**config.mk**
```make
export PLATFORM = sky130hd
export DESIGN_NAME = result_display_mux_flat
export DESIGN_NICKNAME = d
export VERILOG_FILES = /design/src/rtl/result_display_mux_if.sv /design/src/rtl/result_display_mux.sv /design/src/flat_wrapper.sv
export SDC_FILE = /design/constraint.sdc
export NUM_CORES = 1
export LEC_CHECK = 0
export CAP_MARGIN = 25
export CORE_UTILIZATION = 60
export CTS_BUF_LIST = sky130_fd_sc_hd__clkbuf_8
export DETAILED_ROUTE_END_ITERATION = 10
export GPL_TIMING_DRIVEN = 0
export PLACE_DENSITY = 0.86
export SYNTH_ARGS = -nofsm -noshare
export SYNTH_HDL_FRONTEND = slang
export SYNTH_SLANG_ARGS = --single-unit
```
**constraint.sdc**
```tcl
create_clock -name clk -period 3.65 [get_ports clk]
set_input_delay 0.365 -clock clk [delete_from_list [all_inputs] [get_ports clk]]
set_output_delay 0.365 -clock clk [all_outputs]
set_load 0.1 [all_outputs]
```
**src/rtl/result_display_mux_if.sv**
```systemverilog
// Bundle between the result bus producer and the 7-segment display driver.
// The master drives value/load and the slave (the display driver) drives the board pins.
interface result_display_mux_if;
   logic [15:0] value;
   logic        load;
   logic [6:0]  seg;
   logic        dp;
   logic [3:0]  an;
   logic        frame_tick;

   modport master (output value, load, input  seg, dp, an, frame_tick);
   modport slave  (input  value, load, output seg, dp, an, frame_tick);
endinterface

```
**src/rtl/result_display_mux.sv**
```systemverilog
// Scans a 16-bit value onto a 4-digit hex 7-segment display, latching it only at frame wrap.
// an/seg are registered one clk behind the digit index; there is no backpressure.
module result_display_mux #(
   parameter int REFRESH_DIV    = 50000,
   parameter bit BLANK_LZ       = 1'b1,
   parameter bit SEG_ACTIVE_LOW = 1'b1,
   parameter bit AN_ACTIVE_LOW  = 1'b1
) (
   input logic                 clk,
   input logic                 reset,
   result_display_mux_if.slave disp
);
   localparam int             CW      = $clog2(REFRESH_DIV);
   localparam logic [CW-1:0]  CNT_MAX = CW'(REFRESH_DIV - 1);
   localparam logic [6:0]     SEG_OFF = SEG_ACTIVE_LOW ? 7'h7F : 7'h00;
   localparam logic [3:0]     AN_OFF  = AN_ACTIVE_LOW  ? 4'hF  : 4'h0;

   logic [CW-1:0] cnt;
   logic [1:0]    idx;
   logic [15:0]   frame_buf;
   logic          load_pending;
   logic          frame_tick_q;
   logic [3:0]    an_q;
   logic [6:0]    seg_q;

   logic          wrap;
   logic          boundary;
   logic [3:0]    nib;
   logic          zero_3;
   logic          zero_32;
   logic          zero_321;
   logic          blank;
   logic [6:0]    hex;
   logic [6:0]    seg_nxt;
   logic [3:0]    an_nxt;

   assign wrap     = (cnt == CNT_MAX);
   assign boundary = wrap && (idx == 2'd3);

   always_ff @(posedge clk or negedge reset) begin
      if (!reset) begin
         cnt <= '0;
         idx <= 2'd0;
      end else if (wrap) begin
         cnt <= '0;
         idx <= idx + 2'd1;
      end else begin
         cnt <= cnt + 1'b1;
      end
   end

   // A load seen on the boundary cycle itself captures directly and never sets pending.
   always_ff @(posedge clk or negedge reset) begin
      if (!reset) begin
         frame_buf    <= 16'h0000;
         load_pending <= 1'b0;
         frame_tick_q <= 1'b0;
      end else begin
         frame_tick_q <= boundary;
         if (boundary) begin
            if (load_pending || disp.load) begin
               frame_buf <= disp.value;
            end
            load_pending <= 1'b0;
         end else if (disp.load) begin
            load_pending <= 1'b1;
         end
      end
   end

   always_comb begin
      nib      = frame_buf[{idx, 2'b00} +: 4];
      zero_3   = (frame_buf[15:12] == 4'h0);
      zero_32  = zero_3  && (frame_buf[11:8] == 4'h0);
      zero_321 = zero_32 && (frame_buf[7:4]  == 4'h0);
      blank    = 1'b0;
      case (idx)
         2'd1:    blank = zero_321;
         2'd2:    blank = zero_32;
         2'd3:    blank = zero_3;
         default: blank = 1'b0;
      endcase
      blank = blank && BLANK_LZ;

      hex = 7'h00;
      case (nib)
         4'h0: hex = 7'h3F;
         4'h1: hex = 7'h06;
         4'h2: hex = 7'h5B;
         4'h3: hex = 7'h4F;
         4'h4: hex = 7'h66;
         4'h5: hex = 7'h6D;
         4'h6: hex = 7'h7D;
         4'h7: hex = 7'h07;
         4'h8: hex = 7'h7F;
         4'h9: hex = 7'h6F;
         4'hA: hex = 7'h77;
         4'hB: hex = 7'h7C;
         4'hC: hex = 7'h39;
         4'hD: hex = 7'h5E;
         4'hE: hex = 7'h79;
         default: hex = 7'h71;
      endcase

      seg_nxt = blank ? 7'h00 : hex;
      if (SEG_ACTIVE_LOW) begin
         seg_nxt = ~seg_nxt;
      end
      an_nxt = 4'b0001 << idx;
      if (AN_ACTIVE_LOW) begin
         an_nxt = ~an_nxt;
      end
   end

   always_ff @(posedge clk or negedge reset) begin
      if (!reset) begin
         an_q  <= AN_OFF;
         seg_q <= SEG_OFF;
      end else begin
         an_q  <= an_nxt;
         seg_q <= seg_nxt;
      end
   end

   assign disp.an         = an_q;
   assign disp.seg        = seg_q;
   assign disp.dp         = SEG_ACTIVE_LOW;
   assign disp.frame_tick = frame_tick_q;
endmodule

```
**src/flat_wrapper.sv**
```systemverilog
// flat-port wrapper written by rule: the top's interface ports become plain ports
module result_display_mux_flat 
#(
   parameter int REFRESH_DIV    = 50000,
   parameter bit BLANK_LZ       = 1'b1,
   parameter bit SEG_ACTIVE_LOW = 1'b1,
   parameter bit AN_ACTIVE_LOW  = 1'b1
)
  (clk, reset, disp_value, disp_load, disp_seg, disp_dp, disp_an, disp_frame_tick);
  result_display_mux_if disp_i ();
  input logic clk;
  input logic reset;
  input wire logic [$bits(disp_i.value)-1:0] disp_value;
  input wire logic [$bits(disp_i.load)-1:0] disp_load;
  output wire logic [$bits(disp_i.seg)-1:0] disp_seg;
  output wire logic [$bits(disp_i.dp)-1:0] disp_dp;
  output wire logic [$bits(disp_i.an)-1:0] disp_an;
  output wire logic [$bits(disp_i.frame_tick)-1:0] disp_frame_tick;
  assign disp_i.value = disp_value;
  assign disp_i.load = disp_load;
  assign disp_seg = disp_i.seg;
  assign disp_dp = disp_i.dp;
  assign disp_an = disp_i.an;
  assign disp_frame_tick = disp_i.frame_tick;
  result_display_mux #(.REFRESH_DIV(REFRESH_DIV), .BLANK_LZ(BLANK_LZ), .SEG_ACTIVE_LOW(SEG_ACTIVE_LOW), .AN_ACTIVE_LOW(AN_ACTIVE_LOW)) u_core (.clk(clk), .reset(reset), .disp(disp_i));
endmodule
```
==> results.toml, run 1 <==
[floorplan]
start_util = 0.646
floorplan.rows = 22
design.portCount = 32
fp.dieArea_um2 = 4350
design.core.area_um2 = 3800
dieWidth_um = 65.9
die_h_um = 65.9

[worst_setup_path]
cell_by_cell_listing_of_the_critical_path = "ha_1, nand4_2, and4b_1, nor3b_4, buf_8, mux2_4"
critical_path_arrival_ns = 2.52
worst-path-max-fanout = 10
critical-path-slowest-cell = "nor3b_4"
timing.critical_path.slowest_cell_delay_ns = 0.46
worst_setup_path_end_kind = "flip-flop"
worst_setup_path_start_kind = "flip-flop"
worstPathRequired_ns = 3.84
critical_path_class = "reg -> reg"

[pwr]
pwr_density_cell_nw_per_um2 = 295
total_power_mw = 0.859
vdd_drop_max_mv = 0.304
leakage_nw = 1.30

[timing]
fin_crit_ns = 2.34
layout_worst_path_cycle_share = 0.640
max_freq_mhz = 428
setup_viols_final = 0
max-slew-margin-rel = 0.354
worst_slew_pin_slew_ns = 0.966
summed_negative_setup_slack_over_all_endpoints_ns = 0
skew_ns = 0.0119
hold_viol = 0
timing.hold.ws_ns = 0.00742
rsz0062_at_grt = "no"
final_max_slew_viol_count = 0

[yosys]
synth.cell_area_um2 = 2450
synth_top_cells_by_area = "dfrtp_1, dfstp_2, ha_1"
yosysTopAreaCellShare = 0.367
dominantRegCellSynth = "dfrtp_1"
post_synth.cell_area_avg_um2 = 12.3
mappedNetlistNets = 231
seq_area_frac_synth = 0.485
yosys.area.top_type = "dfrtp_1"
synth_enable_flop_cells = 0
synth_seq_cells = 47
synthesis.yosys.warnings = 0
synth-async-reset-ratio = 1.00
syn-instance-count = 200
synthDistinctLibCells = 40

[global_route]
grt_usage = 0.242
number_of_antenna_violations_at_the_first_check_in_global_routing = 0
maximum_number_of_pins_on_one_net_before_global_route_repair = 27
grt_first_pass_wirelength_um = 7650
grt_remaining_overflow = 0
first_global_vias = 1631

[worst_hold_path]
min_path_type = "in -> async"

[cts]
cts_hold_bufs = 0
cts_max_path_buffers = 2
cts_tree = "built"
cts-resized-gates = 0
numClockSinks = 47
postCtsSetupBuffers = 0
clock_insertion_delay_worst_skew_ns = 0.31
cts_made_buffers = 5
path_clk_slew_ns = 0.09
cts_max_level = 2
cts_root_buffer = "clkbuf_8"

[route]
dr_total_vias = 1623
drc_violations_left = 0
route.final.wire_length_um = 4470
ant_nets = 0
dr.pass1.iters = 4
drt_iter0_drc = 113
wl_per_cell_um = 15.6
vias_per_cell = 5.66

[flow_run]
max_cap_violations = 0

[finish]
final_nets = 269
antennaDiodeCount = 0
proportion_of_layout_cells_with_a_drive_suffix_above_1 = 0.222
areaGrowthSynthToFinish_pct = 18.8

[placement]
portBuffers = 30
routabilityCongestion = 0.815
hpwlAfterDp_um = 3360

[run_status]
outcome = "finished, final reports clean"
sequential cells by signal, indices dropped and copies added, names as in the netlist:
register and cells:
u_core.idx 2, u_core.disp.frame_tick 1, u_core.disp.seg 7, u_core.cnt 16, u_core.load_pending 1, u_core.frame_buf 16, u_core.disp.an 4
area by class of cell:
class | instances | area (um^2)
Sequential cell | 47 | 1190
Multi-Input combinational cell | 136 | 1180
Fill cell | 255 | 886
Timing Repair Buffer | 31 | 315
Clock buffer | 5 | 68.8
Tap cell | 48 | 60.1
Buffer | 7 | 46.3
Inverter | 10 | 37.5
Clock inverter | 3 | 16.3
metal layers:
layer / vias up / track usage / part of all wire
met3: 7 / 0.0466 / 0.030
met2: 35 / 0.381 / 0.47
li1: 784 / - / -
met5: - / 0 / 0
met4: 0 / 0.101 / 0.015
met1: 797 / 0.326 / 0.49
logic make-up after synthesis:
group,count (synthesis),synth area share
other cells,1,0.00153
simple gates,59,0.139
buf+inv,17,0.0342
fa+ha+maj,12,0.0612
flops,47,0.485
mux,31,0.172
xor+xnor,18,0.0643
compound gates,15,0.0423
final timing paths:
kind	endpoint	start	cells after the start	slack [ns]
worst max-delay path	u_core.frame_buf[10]	u_core.cnt[0]	6	1.31
worst min-delay path	u_core.cnt[13]	reset	1	0.007
worst max register to register	u_core.frame_buf[10]	u_core.cnt[0]	6	1.31
worst min register to register	u_core.cnt[0]	u_core.cnt[0]	1	0.47
max in group asynchronous	u_core.cnt[9]	reset	2	3.15
min in group clk	u_core.cnt[0]	u_core.cnt[0]	1	0.47
synth_stat cells (2+ instances only):
library cell / number
inv_1: 9
nand3b_1: 2
a21oi_1: 3
o211ai_1: 3
mux2i_1: 8
dfrtp_1: 36
o221ai_1: 3
xor2_1: 12
dfstp_2: 11
xnor2_1: 6
nor3_1: 5
ha_1: 12
buf_2: 4
mux4_2: 4
mux2_4: 10
or3_1: 3
nand2_1: 9
or4_1: 4
nand4_1: 4
o31ai_1: 2
nand3_1: 6
mux2_2: 9
nor4_1: 3
nor2_1: 15
o21ai_0: 2
power by group:
| group | switching [mW] | leakage, nW | internal (mW) | total [mW] |
|---|---|---|---|---|
| logic | 0.0168 | 0.653 | 0.0192 | 0.0361 |
| clock network | 0.171 | 0.0453 | 0.131 | 0.302 |
| registers | 0.00000000000000000517 | 0.598 | 0.521 | 0.521 |
critical path, delay by kind of cell, from the launching register on:
kind	cells	cell delay [ns]
flip-flops	1	0.38
AND/OR/NAND/NOR	3	1.07
multiplexers	1	0.31
adder cells (fa/ha/maj)	1	0.22
buffers and inverters	1	0.22
through the flow:
stage	cell area (um^2)	cells	util	setup WS (ns)
floorplan	2450	200	-	1.65
global placement	2810	278	0.740	1.05
detailed placement	2830	279	0.744	1.35
CTS	2910	287	0.767	1.32
global route	2910	287	0.767	1.20
finish	2910	287	0.767	1.31
layout by cell type, fill, tap and decap left out, drive strengths merged, types with 2 or more instances in the layout:
master and count:
dfrtp 36, clkdlybuf4s50 29, mux2 19, nor2 15, xor2 12, ha 12, dfstp 11, inv 10
nand2 9, mux2i 8, buf 8, nand3 6, xnor2 6, clkbuf 6, nor3 5, nand4 5
or4 4, mux4 4, nor4 3, or3 3, o221ai 3, o211ai 3, a21oi 3, o21ai 2
nand3b 2, o31ai 2, clkinv 2, nor3b 2
Power figures use the tool's default switching activity.
==> run 2: changes to the inputs <==
- CORE_UTILIZATION: 60 -> 57
- PLACE_DENSITY: 0.86 -> 0.82
- clock period: 3.65 -> 2.4 ns (I/O delays scaled with it)
==> run 2 against run 1 <==
Compared with the run above:
- utilization is 2.9 points lower
- register-to-register slack lost 1.1 ns
- cell area up 2.8%
- clock power rose by 87%
- worst hold slack improved by 0.38 ns
- via count increased by 1.9%
- clock skew down 0.0034 ns
- largest power group unchanged
- sequential share of layout area decreased by 1.1 points
- clock-buffer cell count unchanged
- highest routed layer unchanged
- first-iteration DRC count is 36% lower
==> results.toml, run 2 (synthesis results as in run 1) <==
[finish]
final_common_cell = "dfrtp_1"
areaGrowthSynthToFinish_pct = 22.1
area_used_by_multi_input_combinational_logic_um2 = 1180
ff_latch_area_um2 = 1190
antennaDiodeCount = 0
mostFrequentLayoutCells = "dfrtp_1, clkdlybuf4s50_1, nor2_1, xor2_1, ha_1"
final_nets = 275
proportion_of_layout_cells_with_a_drive_suffix_above_1 = 0.241
n_fill_cell = 278

[timing]
hold_viol = 0
max_freq_mhz = 453
final_max_slew_viol_count = 0
worst_slew_pin_slew_ns = 0.965
max-slew-margin-rel = 0.355
fin_crit_ns = 2.21
setup_viols_final = 0
rsz0062_at_grt = "no"
final_critical_path_setup_slack_ns = 0.191
skew_ns = 0.00851
layout_worst_path_cycle_share = 0.921

[pwr]
vdd_drop_max_mv = 0.383
pwr_density_cell_nw_per_um2 = 472
leakage_nw = 1.34
total_power_mw = 1.41

[run_status]
outcome = "finished, final reports clean"

[placement]
portBuffers = 30
pre_cts_slack_ns = 0.0851
routabilityCongestion = 0.807
hpwlAfterDp_um = 3330

[floorplan]
die_h_um = 67.6
start_util = 0.604
fp.dieArea_um2 = 4570
floorplan.rows = 23
dieWidth_um = 67.6
design.portCount = 32
design.core.area_um2 = 4060

[route]
drt_iter0_drc = 72
vias_per_cell = 5.61
dr_total_vias = 1654
ant_nets = 0
wl_per_cell_um = 15.4
drc_violations_left = 0
dr.pass1.iters = 4
route.final.wire_length_um = 4550

[worst_setup_path]
crit_family = "simple AND/OR/NAND/NOR gates"
critical_path_arrival_ns = 2.39
worst_setup_path_end_kind = "flip-flop"
timing.critical_path.slowest_cell_delay_ns = 0.42
critical_path_class = "reg -> reg"
worst-path-max-fanout = 10
worstPathRequired_ns = 2.58
worst-path-buf-inv = 2
cell_by_cell_listing_of_the_critical_path = "ha_1, nand4_2, and4b_1, nor3b_4, buf_4, buf_8, mux2_4"
critical-path-slowest-cell = "and4b_1"
worst_setup_path_start_kind = "flip-flop"

[cts]
cts_tree = "built"
path_clk_slew_ns = 0.09
clock_insertion_delay_worst_skew_ns = 0.30
cts_max_path_buffers = 2
cts_made_buffers = 5
cts_root_buffer = "clkbuf_8"
numClockSinks = 47
cts_max_level = 2

[worst_hold_path]
min_path_type = "in -> async"

[flow_run]
max_cap_violations = 0

[global_route]
first_global_vias = 1529
number_of_antenna_violations_at_the_first_check_in_global_routing = 0
grt_remaining_overflow = 0
grt_first_pass_wirelength_um = 7510
maximum_number_of_pins_on_one_net_before_global_route_repair = 35
grt_usage = 0.226
==> run 2: cell types whose count changed in the layout (fill, tap and decap cells not counted), sizes merged <==
cell	change
buf	+5
bufinv	+1
clkinv	-1
dlygate4sd3	+1
==> run 2: timing repair <==
item	CTS	global route
endpoints found under the setup margin	0	13
resized for setup	0	1
hold buffers	1	0
endpoints found under the hold margin	4	0
buffers inserted	0	5
==> run 2: final cells by class <==
type	count	share of cell area
sequential	47	0.397
buffer	7	0.0155
clock inverter	3	0.0138
timing repair buffer	37	0.121
inverter	10	0.0125
multi-input combinational	136	0.396
tap	50	0.0209
clock buffer	5	0.0230
==> run 2: per-layer routing <==
| metal | wire (um) | part of all wire | global-route usage | vias to the layer above |
|---|---|---|---|---|
| met5 | 0 | 0 | 0 | - |
| met4 | 53 | 0.012 | 0.0718 | 0 |
| met3 | 151 | 0.033 | 0.0405 | 5 |
| met2 | 2090 | 0.46 | 0.340 | 39 |
| met1 | 2260 | 0.50 | 0.330 | 813 |
| li1 | - | - | - | 797 |
==> run 2: final timing paths <==
check,startpoint,endpoint,slack [ns],cells past startpoint
worst min-delay path,reset,u_core.frame_buf[7],0.39,2
worst max register to register,u_core.cnt[0],u_core.frame_buf[15],0.19,7
min in group clk,u_core.cnt[0],u_core.cnt[0],0.46,1
worst max-delay path,u_core.cnt[0],u_core.frame_buf[15],0.19,7
worst min register to register,u_core.cnt[0],u_core.cnt[0],0.46,1
max in group asynchronous,reset,u_core.disp.an[2],1.46,3
==> run 2: power by group <==
| part | switching (mW) | internal (mW) | total [mW] |
|---|---|---|---|
| Sequential | 0.00000000000000000831 | 0.792 | 0.792 |
| Clock | 0.258 | 0.307 | 0.565 |
| Combinational | 0.0267 | 0.0304 | 0.0571 |
| Total | 0.285 | 1.13 | 1.41 |
==> run 2: per-stage QoR <==
stage / TNS (ns) / hold WS [ns] / std cells / instance area (um^2) / util
2_1_floorplan: 0 / -0.0556 / 200 / 2450 / -
3_3_place_gp: -4.03 / 0.449 / 280 / 2820 / 0.694
3_5_place_dp: 0 / 0.163 / 281 / 2830 / 0.698
4_1_cts: 0 / 0.384 / 290 / 2950 / 0.727
5_1_grt: 0 / 0.404 / 295 / 2990 / 0.738
6_report: 0 / 0.392 / 295 / 2990 / 0.738
